<file path="src/rtl/uart_pkg.sv">
// Shared definitions for the ASCII UART transmitter: FSM state encoding,
// frame lengths, idle line level and the even-parity helper.
package uart_pkg;

    typedef enum logic [2:0] {
        IDLE   = 3'd0,
        START  = 3'd1,
        DATA   = 3'd2,
        PARITY = 3'd3,
        STOP   = 3'd4
    } uart_state_t;

    // Bits per frame: start + 8 data + stop, plus one when parity is enabled.
    localparam int unsigned FRAME_BITS     = 10;
    localparam int unsigned FRAME_BITS_PAR = 11;

    // Level of the serial line between frames and during the stop bit.
    localparam logic IDLE_LEVEL = 1'b1;

    // Even parity over one data byte (1 when the byte has an odd number of ones).
    function automatic logic even_parity(input logic [7:0] data);
        return ^data;
    endfunction

endpackage

</file>
<file path="src/rtl/uart_baud_tick.sv">
// Bit-time counter for the UART transmitter. Counts 0..CLKS_PER_BIT-1 and
// wraps on every bit boundary; restart holds it at zero so the first bit of
// a frame is a full bit long.
module uart_baud_tick #(
    parameter int CLKS_PER_BIT = 5208,
    parameter int CNT_W        = 13
) (
    input  logic clk,
    input  logic reset,
    input  logic restart,
    output logic bit_end,
    output logic bit_pre_end
);

    localparam logic [CNT_W-1:0] CNT_LAST = CNT_W'(CLKS_PER_BIT - 1);
    localparam logic [CNT_W-1:0] CNT_PRE  = CNT_W'(CLKS_PER_BIT - 2);
    localparam logic [CNT_W-1:0] CNT_ONE  = CNT_W'(1);

    logic [CNT_W-1:0] cnt_r;

    // Bit-time counter: cleared by restart or at the end of each bit.
    always_ff @(posedge clk or posedge reset) begin
        if (reset) begin
            cnt_r <= '0;
        end else if (restart || bit_end) begin
            cnt_r <= '0;
        end else begin
            cnt_r <= cnt_r + CNT_ONE;
        end
    end

    assign bit_end     = (cnt_r == CNT_LAST);
    assign bit_pre_end = (cnt_r == CNT_PRE);

endmodule

</file>
<file path="src/rtl/uart_ascii_tx.sv">
// UART transmitter for ASCII bytes: valid/ready input, one-entry holding
// buffer, 8N1 frames LSB first. Define UART_PARITY_EN to insert an even
// parity bit and send 8E1 frames.
module uart_ascii_tx
    import uart_pkg::*;
#(
    parameter int CLKS_PER_BIT = 5208,
    parameter int CNT_W        = 13
) (
    input  logic       clk,
    input  logic       reset,
    input  logic [7:0] ascii_code,
    input  logic       data_valid,
    output logic       data_ready,
    output logic       tx,
    output logic       tx_busy,
    output logic       tx_done
);

    uart_state_t state_r, state_s;
    logic [7:0]  shift_r, shift_s;
    logic [2:0]  bit_cnt_r, bit_cnt_s;
    logic [7:0]  buf_r, buf_s;
    logic        buf_full_r, buf_full_s;
    logic        tx_r, tx_s;
    logic        tx_busy_r;
    logic        tx_done_r;
    logic        accept_s;
    logic        load_s;
    logic        restart_s;
    logic        bit_end_s;
    logic        bit_pre_end_s;
`ifdef UART_PARITY_EN
    logic        parity_r, parity_s;
`endif

    uart_baud_tick #(
        .CLKS_PER_BIT(CLKS_PER_BIT),
        .CNT_W       (CNT_W)
    ) u_baud (
        .clk        (clk),
        .reset      (reset),
        .restart    (restart_s),
        .bit_end    (bit_end_s),
        .bit_pre_end(bit_pre_end_s)
    );

    assign accept_s  = data_valid && !buf_full_r;
    // Hold the baud counter at zero while idle so the start bit is full length.
    assign restart_s = (state_r == IDLE);

    // Next-state, shift register, holding buffer and line level.
    always_comb begin
        state_s    = state_r;
        shift_s    = shift_r;
        bit_cnt_s  = bit_cnt_r;
        buf_s      = buf_r;
        buf_full_s = buf_full_r;
        tx_s       = tx_r;
        load_s     = 1'b0;
        case (state_r)
            IDLE: begin
                tx_s = IDLE_LEVEL;
                if (buf_full_r) begin
                    shift_s    = buf_r;
                    buf_full_s = 1'b0;
                    load_s     = 1'b1;
                    state_s    = START;
                    tx_s       = 1'b0;
                end else if (accept_s) begin
                    // Bypass the buffer: straight into the shift register.
                    shift_s = ascii_code;
                    load_s  = 1'b1;
                    state_s = START;
                    tx_s    = 1'b0;
                end else begin
                    state_s = IDLE;
                end
            end
            START: begin
                if (accept_s) begin
                    buf_s      = ascii_code;
                    buf_full_s = 1'b1;
                end else begin
                    buf_full_s = buf_full_r;
                end
                if (bit_end_s) begin
                    state_s   = DATA;
                    bit_cnt_s = 3'd0;
                    tx_s      = shift_r[0];
                end else begin
                    state_s = START;
                end
            end
            DATA: begin
                if (accept_s) begin
                    buf_s      = ascii_code;
                    buf_full_s = 1'b1;
                end else begin
                    buf_full_s = buf_full_r;
                end
                if (bit_end_s && (bit_cnt_r == 3'd7)) begin
`ifdef UART_PARITY_EN
                    state_s = PARITY;
                    tx_s    = parity_r;
`else
                    state_s = STOP;
                    tx_s    = IDLE_LEVEL;
`endif
                end else if (bit_end_s) begin
                    bit_cnt_s = bit_cnt_r + 3'd1;
                    shift_s   = {1'b0, shift_r[7:1]};
                    tx_s      = shift_r[1];
                end else begin
                    state_s = DATA;
                end
            end
`ifdef UART_PARITY_EN
            PARITY: begin
                if (accept_s) begin
                    buf_s      = ascii_code;
                    buf_full_s = 1'b1;
                end else begin
                    buf_full_s = buf_full_r;
                end
                if (bit_end_s) begin
                    state_s = STOP;
                    tx_s    = IDLE_LEVEL;
                end else begin
                    state_s = PARITY;
                end
            end
`endif
            STOP: begin
                if (bit_end_s && buf_full_r) begin
                    // Back-to-back frame from the holding buffer, no idle gap.
                    shift_s    = buf_r;
                    buf_full_s = 1'b0;
                    load_s     = 1'b1;
                    state_s    = START;
                    tx_s       = 1'b0;
                end else if (bit_end_s && accept_s) begin
                    shift_s = ascii_code;
                    load_s  = 1'b1;
                    state_s = START;
                    tx_s    = 1'b0;
                end else if (bit_end_s) begin
                    state_s = IDLE;
                    tx_s    = IDLE_LEVEL;
                end else if (accept_s) begin
                    buf_s      = ascii_code;
                    buf_full_s = 1'b1;
                end else begin
                    state_s = STOP;
                end
            end
            default: begin
                state_s    = IDLE;
                buf_full_s = 1'b0;
                tx_s       = IDLE_LEVEL;
            end
        endcase
    end

`ifdef UART_PARITY_EN
    // Parity of the byte just loaded into the shift register.
    always_comb begin
        if (load_s) begin
            parity_s = even_parity(shift_s);
        end else begin
            parity_s = parity_r;
        end
    end
`endif

    // State, datapath and registered output flops.
    always_ff @(posedge clk or posedge reset) begin
        if (reset) begin
            state_r    <= IDLE;
            shift_r    <= 8'h00;
            bit_cnt_r  <= 3'd0;
            buf_r      <= 8'h00;
            buf_full_r <= 1'b0;
            tx_r       <= IDLE_LEVEL;
            tx_busy_r  <= 1'b0;
            tx_done_r  <= 1'b0;
`ifdef UART_PARITY_EN
            parity_r   <= 1'b0;
`endif
        end else begin
            state_r    <= state_s;
            shift_r    <= shift_s;
            bit_cnt_r  <= bit_cnt_s;
            buf_r      <= buf_s;
            buf_full_r <= buf_full_s;
            tx_r       <= tx_s;
            tx_busy_r  <= (state_s != IDLE);
            // Registered so it is high exactly during the last stop-bit cycle.
            tx_done_r  <= (state_r == STOP) && bit_pre_end_s;
`ifdef UART_PARITY_EN
            parity_r   <= parity_s;
`endif
        end
    end

    assign data_ready = !buf_full_r;
    assign tx         = tx_r;
    assign tx_busy    = tx_busy_r;
    assign tx_done    = tx_done_r;

endmodule

</file>
<file path="config.mk">
export PLATFORM = sky130hd
export DESIGN_NAME = uart_ascii_tx
export DESIGN_NICKNAME = d
export VERILOG_FILES = /design/src/rtl/uart_pkg.sv /design/src/rtl/uart_baud_tick.sv /design/src/rtl/uart_ascii_tx.sv
export SDC_FILE = /design/constraint.sdc
export NUM_CORES = 1
export LEC_CHECK = 0
export BUFFER_PORTS_ARGS = -buffer_cell sky130_fd_sc_hd__buf_4
export CAP_MARGIN = 20
export CORE_ASPECT_RATIO = 1.2
export CORE_UTILIZATION = 25
export CTS_BUF_LIST = sky130_fd_sc_hd__clkbuf_2 sky130_fd_sc_hd__clkbuf_4 sky130_fd_sc_hd__clkbuf_8
export CTS_CLUSTER_DIAMETER = 120
export DETAILED_ROUTE_END_ITERATION = 8
export PLACE_DENSITY_LB_ADDON = 0.08
export SKIP_CTS_REPAIR_TIMING = 1
export SLEW_MARGIN = 20
export SYNTH_ARGS = -nofsm -noshare
export SYNTH_HDL_FRONTEND = slang
export SYNTH_HIERARCHICAL = 1
export SYNTH_SLANG_ARGS = --single-unit
</file>
<file path="constraint.sdc">
create_clock -name clk -period 3 [get_ports clk]
set_input_delay 0.6 -clock clk [delete_from_list [all_inputs] [get_ports clk]]
set_output_delay 0.6 -clock clk [all_outputs]
set_load 0.05 [all_outputs]
</file>
# Yosys cells after proc, flatten, opt, wreduce, memory -nomap -nowiden

Index checks and enable logic that the tools add are counted.

Register bits after elaboration: 39
Input port bits: 11
Output and inout port bits: 4

Add/subtract/negate cells: 2
Eq/ne operators: 18
Muxes and demuxes: 41
Reduce and logical (&&, ||, !) cells: 18

Operators with widths:

| cell                  | count |
|---|---|
| $mux 8                | 10 |
| $mux 3                | 9 |
| $eq 13x13->1 const B  | 2 |
| $pmux 8 s3            | 1 |
| $pmux 8 s2            | 1 |
| $ne 3x3->1 const B    | 5 |
| $mux 1                | 14 |
| $add 13x1->13 const B | 1 |
| $mux 13               | 1 |
| $ne 2x2->1 const B    | 6 |
| $pmux 3 s4            | 1 |
| $reduce_and 4->1      | 2 |
| $eq 3x3->1 const B    | 2 |
| $pmux 3 s2            | 1 |
| $reduce_bool 3->1     | 2 |
| $logic_and 1x1->1     | 5 |
| $reduce_and 5->1      | 1 |
| $ne 4x4->1 const B    | 1 |
| $pmux 1 s4            | 1 |
| $reduce_bool 2->1     | 2 |
| $add 3x1->3 const B   | 1 |
| $eq 3x1->1 const B    | 1 |
| $eq 3x2->1 const B    | 1 |
| $logic_not 3->1       | 1 |
| other kinds (7)       | 7 |

# Logic depth before layout (Yosys ltp)

Gate-level depths: netlist of run 1.

Depth after elaboration: 8
Gate-level depth with buffers: 8
Mapped depth without buffers: 7

# By module

Netlist of run 1, hierarchy kept.

By module, submodules not included:

| module         | times used | cells each | area an instance (um2) |
|---|---|---|---|
| uart_ascii_tx  | 1          | 150        | 1510.2 |
| uart_baud_tick | 1          | 71         | 701.9 |

# Worst setup path after synthesis of run 1

Ideal clock, no wire load.

Path kind: register to register
Start point: register u_baud.cnt_r[5]
End point: register buf_r[0]
Setup time: 125 ps
Arrival time: 2532 ps
Slack: 343 ps
Cell stages (with the launch flop): 8
Path buffers: 0
Period minus slack after synthesis: 2657 ps
Path through: dfrtp_1 > or4b_4 > or2_2 > nor3_1 > nand2b_1 > mux2i_1 > a32oi_2 > mux2_2

Cells in the longest elaborated chain, start to end: 4
Elaborated cells on any way between the ends: 7

RTL lines:

| item                                        | line                                       | RTL |
|---|---|---|
| from (decl)                                 | uart_baud_tick.sv:19                       | `logic [CNT_W-1:0] cnt_r;` |
| from (signal assigned)                      | uart_baud_tick.sv:28                       | `cnt_r <= cnt_r + CNT_ONE;` |
| $eq 13x13->1 *                              | uart_baud_tick.sv:32                       | `assign bit_end = (cnt_r == CNT_LAST);` |
| via bit_end_s                               | uart_ascii_tx.sv:31                        | `logic bit_end_s;` |
| $logic_and 1x1->1, on equally long branches | uart_ascii_tx.sv:142, uart_ascii_tx.sv:135 |  |
| $ne 2x2->1 (no source line)                 | --                                         |  |
| $reduce_and 4->1 (no source line) *         | --                                         |  |
| to (signal assigned)                        | uart_ascii_tx.sv:194                       | `buf_r <= buf_s;` |
| to (decl)                                   | uart_ascii_tx.sv:23                        | `logic [7:0] buf_r, buf_s;` |

Mark *: on every way through the listed nets, which the timed path passes. The rest lies on a longest branch.
A chain may end at the register's enable or synchronous reset.

# Worst setup path in the final report of run 1

Start point: register u_baud.cnt_r[3]
End point: register buf_r[2]

The elaborated chain is that of the path after synthesis.

==> flow_summary.json, run 1 <==
{
  "min_period_over_period": 0.916,
  "dr_total_vias": 1732,
  "peakVddDrop_v": 0.000267,
  "htreeDepth": 2,
  "numCtsBuffers": 5,
  "die_y_um": 105,
  "nFillCells": 916,
  "crit_required_ns": 3.18,
  "synth_warnings": 6,
  "postSynthAreaPerCell_um2": 10.0,
  "start_util": 0.258,
  "max_slew_margin": 0.469,
  "gp_congestion": 0.720,
  "core-area_um2": 8560,
  "netlist_instances": 221,
  "area_growth_pct": 16.4,
  "cp_max_fo": 8,
  "synth.top_cell.area_share": 0.430,
  "status": "finished, final reports clean",
  "clockRootBuffer": "clkbuf_8",
  "synth_seq_area_share": 0.442,
  "dp_hpwl_mm": 3.68,
  "grt_start_max_net_pins": 27,
  "cts.path.max_buffers": 2,
  "preCtsSetupSlack_ns": 0.248,
  "viasPerCell": 4.84,
  "rsz0062_at_grt": "no",
  "cts.sinks": 39,
  "clk_pin_slew_ns": 0.08,
  "slew_viol_final": 0,
  "min_path_type": "primary input to asynchronous set/reset pin",
  "critPathLaunchType": "register",
  "drc": 0,
  "post-route-util": 0.301,
  "place_inst": 350,
  "dieArea_um2": 9230,
  "drv_cap": 0,
  "setup_viol": 0,
  "layout-drive-gt1-share": 0.203,
  "ff2ff_setup_slack_ns": 0.25,
  "setup_ws_ns": 0.252,
  "synth_area_um2": 2210,
  "fin_nets": 255,
  "synth_nets": 236,
  "antenna_left": 0,
  "synthDistinctLibCells": 44,
  "synth_area_leader_cell": "dfrtp_1",
  "routed_wl_mm": 5.23,
  "power_w": 0.00129,
  "routedWlPerCell_um": 14.6,
  "report.final.hold_viol_count": 0,
  "cp-end-kind": "register",
  "setup_tns_ns": 0,
  "clk_latency_ns": 0.29,
  "grt_pass1_vias": 1727,
  "drt-initial-drc-count": 47,
  "tritoncts": "built",
  "powerDensity_nw_per_um2": 502,
  "multi_input_area_um2": 1140,
  "seq_area_um2": 977,
  "grt.total_usage": 0.127,
  "ys_seq_elements": 39,
  "critical_path_arrival_ns": 2.93,
  "diodes": 0,
  "placement.io_buffers": 14,
  "p_leak_nw": 1.11,
  "wl_met1_mm": 2.52,
  "rows": 37,
  "die_x_um": 87.9,
  "synth_area_leaders": "dfrtp_1, mux2i_1, o21ai_0",
  "highest_layer": "met4",
  "wl_met3_um": 147,
  "dr.pass1.iters": 4,
  "fin_cells": 358,
  "grt_pass1_wl_mm": 8.89,
  "worstMarginPinSlew_ns": 0.793,
  "period_minus_slack_ns": 2.75,
  "fin_skew_ns": 0.00581,
  "grt-ovfl-total": 0,
  "antenna_found_initial": 0,
  "crit_type": "register to register",
  "io_pins": 15,
  "max_freq_ghz": 0.364,
  "wl_met2_mm": 2.46
}
[where the power goes]
group | leakage [nW] | total, W | internal [W] | switching [W]
logic | 0.575 | 0.000208 | 0.000104 | 0.000104
clock network | 0.0549 | 0.000408 | 0.000219 | 0.000188
registers | 0.484 | 0.000677 | 0.000603 | 0.0000738
total | 1.11 | 0.00129 | 0.000926 | 0.000366
[stage by stage]
step,cell area (um2),hold slack (ns)
after floorplan,2210,0.456
after global placement,2470,0.486
after detailed placement,2470,0.489
after CTS,2570,0.369
after global routing,2570,0.387
final,2570,0.353
[synth_stat cells (all sizes together)]
cell / count
a21oi: 16
a221oi: 1
a22oi: 2
a31oi: 1
a32oi: 1
and3: 1
buf: 9
clkbuf: 2
dfrtp: 38
dfstp: 1
ha: 4
inv: 8
mux2: 8
mux2i: 15
nand2: 20
nand2b: 2
nand3: 8
nand4: 4
nand4bb: 1
nor2: 13
nor2b: 2
nor3: 3
nor3b: 2
o21ai: 21
o21bai: 1
o22a: 6
o22ai: 1
o2bb2a: 1
o31ai: 5
o32ai: 1
o41ai: 2
or2: 2
or3: 5
or3b: 2
or4: 5
or4b: 1
or4bb: 1
xnor2: 3
xor2: 2
[placed cells by master (no fill, tap or decap), drive strengths merged, types with 2 or more instances in the layout]
cell	netlist	routed
dfrtp	38	38
buf	9	23
o21ai	21	21
nand2	20	20
a21oi	16	16
mux2i	15	15
nor2	13	13
inv	8	8
mux2	8	8
nand3	8	8
clkbuf	2	8
o22a	6	6
or3	5	5
o31ai	5	5
or4	5	5
nand4	4	4
ha	4	4
xnor2	3	3
nor3	3	3
nor2b	2	2
a22oi	2	2
nand2b	2	2
xor2	2	2
or2	2	2
nor3b	2	2
or3b	2	2
o41ai	2	2
[state kept, by name, indices dropped and copies added (netlist names)]
| register | flops |
|---|---|
| u_baud/cnt_r | 13 |
| buf_r | 8 |
| shift_r | 8 |
| tx_busy | 1 |
| tx_done | 1 |
| bit_cnt_r | 3 |
| tx | 1 |
| buf_full_r | 1 |
| state_r | 3 |
[metal layers]
metal  GRT usage  up-vias
met5           0        -
met4      0.0527        0
met3      0.0253        7
met2       0.196       26
met1       0.170      852
li1            -      847
[cells by family (layout without fill, tap and decap cells)]
| group | Yosys count | in the layout | synth area share |
|---|---|---|---|
| compound gates | 59 | 59 | 0.190 |
| mux | 23 | 23 | 0.109 |
| fa+ha+maj | 4 | 4 | 0.0226 |
| buf+inv | 19 | 39 | 0.0430 |
| xor+xnor | 5 | 5 | 0.0198 |
| simple gates | 72 | 72 | 0.174 |
| flops | 39 | 39 | 0.442 |
[path summary, 6_finish.rpt]
path / startpoint / endpoint / depth (start not counted)
min: reset / u_baud/cnt_r[3] / 2
max in group asynchronous: reset / u_baud/cnt_r[9] / 2
max: u_baud/cnt_r[3] / buf_r[2] / 9
min reg2reg: shift_r[7] / shift_r[7] / 2
min in group clk: shift_r[7] / shift_r[7] / 2
max reg2reg: u_baud/cnt_r[3] / buf_r[2] / 9
[final cells by class]
| cell class | count | area share |
|---|---|---|
| flip-flops and latches | 39 | 0.379 |
| inverters | 8 | 0.0117 |
| multi-input cells | 163 | 0.445 |
| well taps | 117 | 0.0569 |
| clock buffers | 8 | 0.0403 |
| repair buffers | 23 | 0.0671 |
[critical path, cell delays in order, from the launching register on]
cell	delay (ns)
dfrtp_1	0.43
or4b_4	0.55
or2_2	0.30
nor3_1	0.18
buf_4	0.16
nand2b_1	0.16
mux2i_1	0.12
a32oi_2	0.19
buf_4	0.21
mux2_2	0.35
(Power assumes the default switching activity.)
==> run 2, diff against run 1 <==
--- a/config.mk
+++ b/config.mk
@@ -7,12 +7,13 @@
 export LEC_CHECK = 0
 export BUFFER_PORTS_ARGS = -buffer_cell sky130_fd_sc_hd__buf_4
 export CAP_MARGIN = 20
-export CORE_ASPECT_RATIO = 1.2
-export CORE_UTILIZATION = 25
+export CORE_ASPECT_RATIO = 0.6
+export CORE_UTILIZATION = 40
 export CTS_BUF_LIST = sky130_fd_sc_hd__clkbuf_2 sky130_fd_sc_hd__clkbuf_4 sky130_fd_sc_hd__clkbuf_8
 export CTS_CLUSTER_DIAMETER = 120
 export DETAILED_ROUTE_END_ITERATION = 8
 export PLACE_DENSITY_LB_ADDON = 0.08
+export RECOVER_POWER = 50
 export SKIP_CTS_REPAIR_TIMING = 1
 export SLEW_MARGIN = 20
 export SYNTH_ARGS = -nofsm -noshare
==> flow_summary.json, run 2 (synthesis results as in run 1) <==
{
  "status": "finished, violations left",
  "violations": "DRC",
  "period_minus_slack_ns": 2.85,
  "setup_tns_ns": 0,
  "dp_hpwl_mm": 3.62,
  "top_register": "u_baud/cnt_r",
  "cp_common_cell": "buf_4",
  "antenna_left": 0,
  "tritoncts": "built",
  "rsz0062_at_grt": "no",
  "io_pins": 15,
  "cp_max_fo": 10,
  "die_y_um": 59.6,
  "grt.total_usage": 0.187,
  "grt_start_max_net_pins": 27,
  "drv_cap": 0,
  "slew_viol_final": 0,
  "powerDensity_nw_per_um2": 503,
  "rows": 20,
  "grt_pass1_wl_mm": 8.29,
  "cp-end-kind": "register",
  "largest_register_ff_count": 13,
  "min_path_type": "primary input to asynchronous set/reset pin",
  "dieArea_um2": 5840,
  "p_leak_nw": 1.10,
  "worstPathCellList": "or4b_4, or2_2, nor3_1, buf_4, nand2b_1, mux2i_1, a32oi_2, buf_4, mux2_2",
  "htreeDepth": 2,
  "nFillCells": 502,
  "critical_path_arrival_ns": 3.03,
  "die_x_um": 98.0,
  "setup_ws_ns": 0.152,
  "routed_wl_mm": 4.96,
  "area_growth_pct": 12.1,
  "viasPerCell": 5.56,
  "setup_viol": 0,
  "max_freq_ghz": 0.351,
  "clk_pin_slew_ns": 0.08,
  "cp.buffers_inverters": 2,
  "final_cell_mix": "dfrtp_1, nand2_1, o21ai_0, buf_4, a21oi_1",
  "drt-initial-drc-count": 128,
  "antenna_found_initial": 0,
  "peakVddDrop_v": 0.000155,
  "start_util": 0.427,
  "cpMaxStageDelayCell": "or4b_4",
  "layout_commonest_cell": "dfrtp_1",
  "preCtsSetupSlack_ns": 0.158,
  "dr_total_vias": 1707,
  "fin_skew_ns": 0.0119,
  "numCtsBuffers": 5,
  "placement.io_buffers": 14,
  "fin_nets": 255,
  "worstMarginPinSlew_ns": 1.01,
  "diodes": 0,
  "drc": 1,
  "cp_top_family": "simple AND/OR/NAND/NOR gates",
  "clk_latency_ns": 0.29,
  "cts.sinks": 39,
  "core-area_um2": 5180,
  "grt_pass1_vias": 1604,
  "min_period_over_period": 0.949,
  "dr.pass1.iters": 6,
  "grt-ovfl-total": 0,
  "crit_required_ns": 3.18,
  "max_slew_margin": 0.326,
  "routedWlPerCell_um": 16.2,
  "cts.path.max_buffers": 2,
  "gp_congestion": 0.795,
  "layout-drive-gt1-share": 0.187,
  "top_regs": "u_baud/cnt_r x13, buf_r x8, shift_r x8",
  "slowest_delay_ns": 0.58,
  "crit_type": "register to register",
  "clockRootBuffer": "clkbuf_8",
  "critPathLaunchType": "register",
  "report.final.hold_viol_count": 0
}
[run 2: per-layer routing]
metal,GRT usage,share of wire
met1,0.288,0.57
met2,0.260,0.39
met3,0.0436,0.035
met4,0.0498,0.0071
met5,0,0
[run 2: where the power goes]
part           internal, W  switching, W
clock             0.000182      0.000187
combinational    0.0000951     0.0000978
sequential        0.000603     0.0000830
[run 2: stage by stage]
stage | area [um2] | power, W | hold slack [ns] | instances | util
2_1_floorplan | 2210 | 0.000822 | 0.456 | 221 | -
3_3_place_gp | 2360 | 0.000877 | 0.490 | 294 | 0.457
3_5_place_dp | 2360 | 0.000889 | 0.495 | 294 | 0.457
4_1_cts | 2450 | 0.00126 | 0.363 | 302 | 0.474
5_1_grt | 2480 | 0.00132 | 0.370 | 307 | 0.479
6_report | 2480 | 0.00125 | 0.324 | 307 | 0.479
[run 2: path summary, 6_finish.rpt]
check                      cells past startpoint            start  slack [ns]         endpoint
hold / removal                                 2            reset        0.32  u_baud/cnt_r[5]
setup / recovery                               9  u_baud/cnt_r[5]        0.15         buf_r[0]
hold reg to reg                                2       shift_r[7]        0.51       shift_r[7]
min in group clk                               2       shift_r[7]        0.51       shift_r[7]
max in group asynchronous                      2            reset        1.85     bit_cnt_r[2]
setup reg to reg                               9  u_baud/cnt_r[5]        0.15         buf_r[0]
[run 2: final cells by class]
| cell class | instances | area, um2 | area share |
|---|---|---|---|
| tap | 66 | 82.6 | 0.0333 |
| inverter | 8 | 30.0 | 0.0121 |
| clock inverter | 1 | 5.00 | 0.00202 |
| multi-input combinational | 163 | 1140 | 0.460 |
| clock buffer | 7 | 83.8 | 0.0338 |
| timing repair buffer | 23 | 161 | 0.0651 |
| sequential | 39 | 977 | 0.394 |
==> run 3, diff against run 2 <==
--- a/config.mk
+++ b/config.mk
@@ -14,9 +14,9 @@
 export DETAILED_ROUTE_END_ITERATION = 8
 export PLACE_DENSITY_LB_ADDON = 0.08
 export RECOVER_POWER = 50
+export SETUP_SLACK_MARGIN = 0.2
 export SKIP_CTS_REPAIR_TIMING = 1
 export SLEW_MARGIN = 20
 export SYNTH_ARGS = -nofsm -noshare
 export SYNTH_HDL_FRONTEND = slang
-export SYNTH_HIERARCHICAL = 1
 export SYNTH_SLANG_ARGS = --single-unit
==> flow_summary.json, run 3 <==
{
  "synthArstFlopShare": 1.00,
  "max_freq_ghz": 0.395,
  "synth_edf_count": 0,
  "setup_viol": 0,
  "die_x_um": 96.4,
  "synthMuxAreaShare": 0.134,
  "ys.flop_type": "dfrtp_1",
  "layout_commonest_cell": "dfrtp_1",
  "start_util": 0.419,
  "critPathLaunchType": "register",
  "diodes": 0,
  "rr_worst_depth": 6,
  "clockRootBuffer": "clkbuf_8",
  "synth_seq_area_share": 0.457,
  "period_minus_slack_ns": 2.53,
  "setup_tns_ns": 0,
  "synth_xor_area_frac": 0.0491,
  "io_pins": 15,
  "rows": 20,
  "peakVddDrop_v": 0.000204,
  "antenna_left": 0,
  "powerDensity_nw_per_um2": 439,
  "drt-initial-drc-count": 87,
  "ys_seq_elements": 39,
  "die_y_um": 58.7,
  "top_regs": "u_baud.cnt_r x13, buf_r x8, shift_r x8",
  "min_path_type": "register to register",
  "fin_nets": 233,
  "synth_fa_ha_area_frac": 0.0234,
  "max_slew_margin": -0.409,
  "htreeDepth": 2,
  "antenna_found_initial": 0,
  "placement.io_buffers": 14,
  "synth_warnings": 0,
  "worstMarginPinSlew_ns": 2.11,
  "grt_pass1_vias": 1468,
  "cp_max_fo": 8,
  "dieArea_um2": 5660,
  "clk_pin_slew_ns": 0.08,
  "min_period_over_period": 0.843,
  "drc": 0,
  "synth.top_cell.area_share": 0.444,
  "postSynthAreaPerCell_um2": 10.6,
  "clk_latency_ns": 0.29,
  "synthTopCellsByCount": "dfrtp_1, nor2_1, nand2_1",
  "netlist_instances": 201,
  "synth_area_leader_cell": "dfrtp_1",
  "drv_cap": 1,
  "crit_required_ns": 3.18,
  "yosys.area_share.simple": 0.205,
  "layout-drive-gt1-share": 0.183,
  "grt_pass1_wl_mm": 7.20,
  "synth_area_leaders": "dfrtp_1, mux2_4, mux2_1",
  "core-area_um2": 5100,
  "synth_area_um2": 2140,
  "dr.pass1.iters": 4,
  "yosys.cell_count.top_type": "dfrtp_1",
  "dp_hpwl_mm": 3.17,
  "rsz0062_at_grt": "no",
  "critical_path_arrival_ns": 2.71,
  "cts.path.max_buffers": 2,
  "dr_total_vias": 1541,
  "p_leak_nw": 1.12,
  "fin_skew_ns": 0.0110,
  "numCtsBuffers": 5,
  "hold_depth": 2,
  "grt.total_usage": 0.173,
  "crit_type": "register to register",
  "synth_compound_area_frac": 0.109,
  "routedWlPerCell_um": 15.2,
  "grt_start_max_net_pins": 40,
  "whs_ns": 0.488,
  "status": "finished, violations left",
  "routed_wl_mm": 4.33,
  "slew_viol_final": 40,
  "gp_congestion": 0.762,
  "viasPerCell": 5.41,
  "cp-end-kind": "register",
  "final_cell_mix": "dfrtp_1, nor2_1, nand2_1",
  "grt-ovfl-total": 0,
  "area_growth_pct": 12.9,
  "largest_register_ff_count": 13,
  "cts.sinks": 39,
  "synth_top_family_by_area": "simple AND/OR/NAND/NOR gates",
  "synth_nets": 216,
  "top_register": "u_baud.cnt_r",
  "report.final.hold_viol_count": 0,
  "violations": "capacitance limit, slew limit",
  "tritoncts": "built",
  "synthDistinctLibCells": 41
}
run 3: cell types whose count changed in the layout (fill, tap and decap cells not counted), moves of 6 or more:
cell       delta
o21ai_0      -16
o2bb2ai_1     +7
mux2_1        +8
buf_4         -6
xor2_1        +6
nor2_1       +10
mux2i_1       -7
mux2_2        -7
a21oi_1      -11
mux2_4        +7
a221o_1       +7
run 3: cells by family (layout without fill, tap and decap cells):
kind of cell,count (synthesis),in the layout
AO/OA/AOI/OAI,29,29
adder cells (fa/ha/maj),4,4
flip-flops,39,39
buffers and inverters,11,29
AND/OR/NAND/NOR,82,82
multiplexers,24,24
XOR/XNOR,12,12
run 3: metal layers:
| layer | track usage | wire, um | up-vias |
|---|---|---|---|
| met4 | 0.0378 | 17 | 0 |
| met1 | 0.270 | 2300 | 744 |
| li1 | - | - | 755 |
| met2 | 0.236 | 1760 | 40 |
| met5 | 0 | 0 | - |
| met3 | 0.0465 | 251 | 2 |
run 3: critical path, cell delays in order (launching register included):
cell     delay, ns
dfrtp_1       0.43
ha_1          0.32
and4b_1       0.26
nand4_1       0.25
o31ai_1       0.26
and3_1        0.52
mux2_2        0.39
run 3: path summary, 6_finish.rpt:
path	start	end	slack, ns
worst min-delay path	bit_cnt_r[2]	bit_cnt_r[2]	0.49
max in group asynchronous	reset	u_baud.cnt_r[12]	0.71
worst max-delay path	u_baud.cnt_r[0]	shift_r[7]	0.47
worst min register to register	bit_cnt_r[2]	bit_cnt_r[2]	0.49
worst max register to register	u_baud.cnt_r[0]	shift_r[7]	0.47
min in group asynchronous	reset	u_baud.cnt_r[0]	1.08
run 3: power breakdown:
| part | internal, W | switching (W) | leakage [nW] |
|---|---|---|---|
| sequential | 0.000545 | 0.0000127 | 0.492 |
| clock | 0.000248 | 0.000185 | 0.0581 |
| combinational | 0.0000402 | 0.0000305 | 0.571 |
| total | 0.000833 | 0.000228 | 1.12 |
run 3: metrics by stage:
stage                      util  power (W)  setup WS [ns]  std cells  instance area (um2)
after floorplan               -   0.000615          0.953        201                 2140
after global placement    0.454   0.000638          0.565        277                 2320
after detailed placement  0.454   0.000641          0.488        277                 2320
after CTS                 0.476    0.00108          0.485        285                 2430
after global routing      0.473    0.00111          0.175        285                 2420
final                     0.473    0.00106          0.470        285                 2420
run 3: final cells by class:
| type | instances | area, um2 |
|---|---|---|
| well taps | 66 | 82.6 |
| clock buffers | 5 | 68.8 |
| clock inverters | 3 | 43.8 |
| repair buffers | 17 | 120 |
| inverters | 4 | 15.0 |
| flip-flops and latches | 39 | 977 |
| multi-input cells | 151 | 1110 |
| fillers | 490 | 2690 |
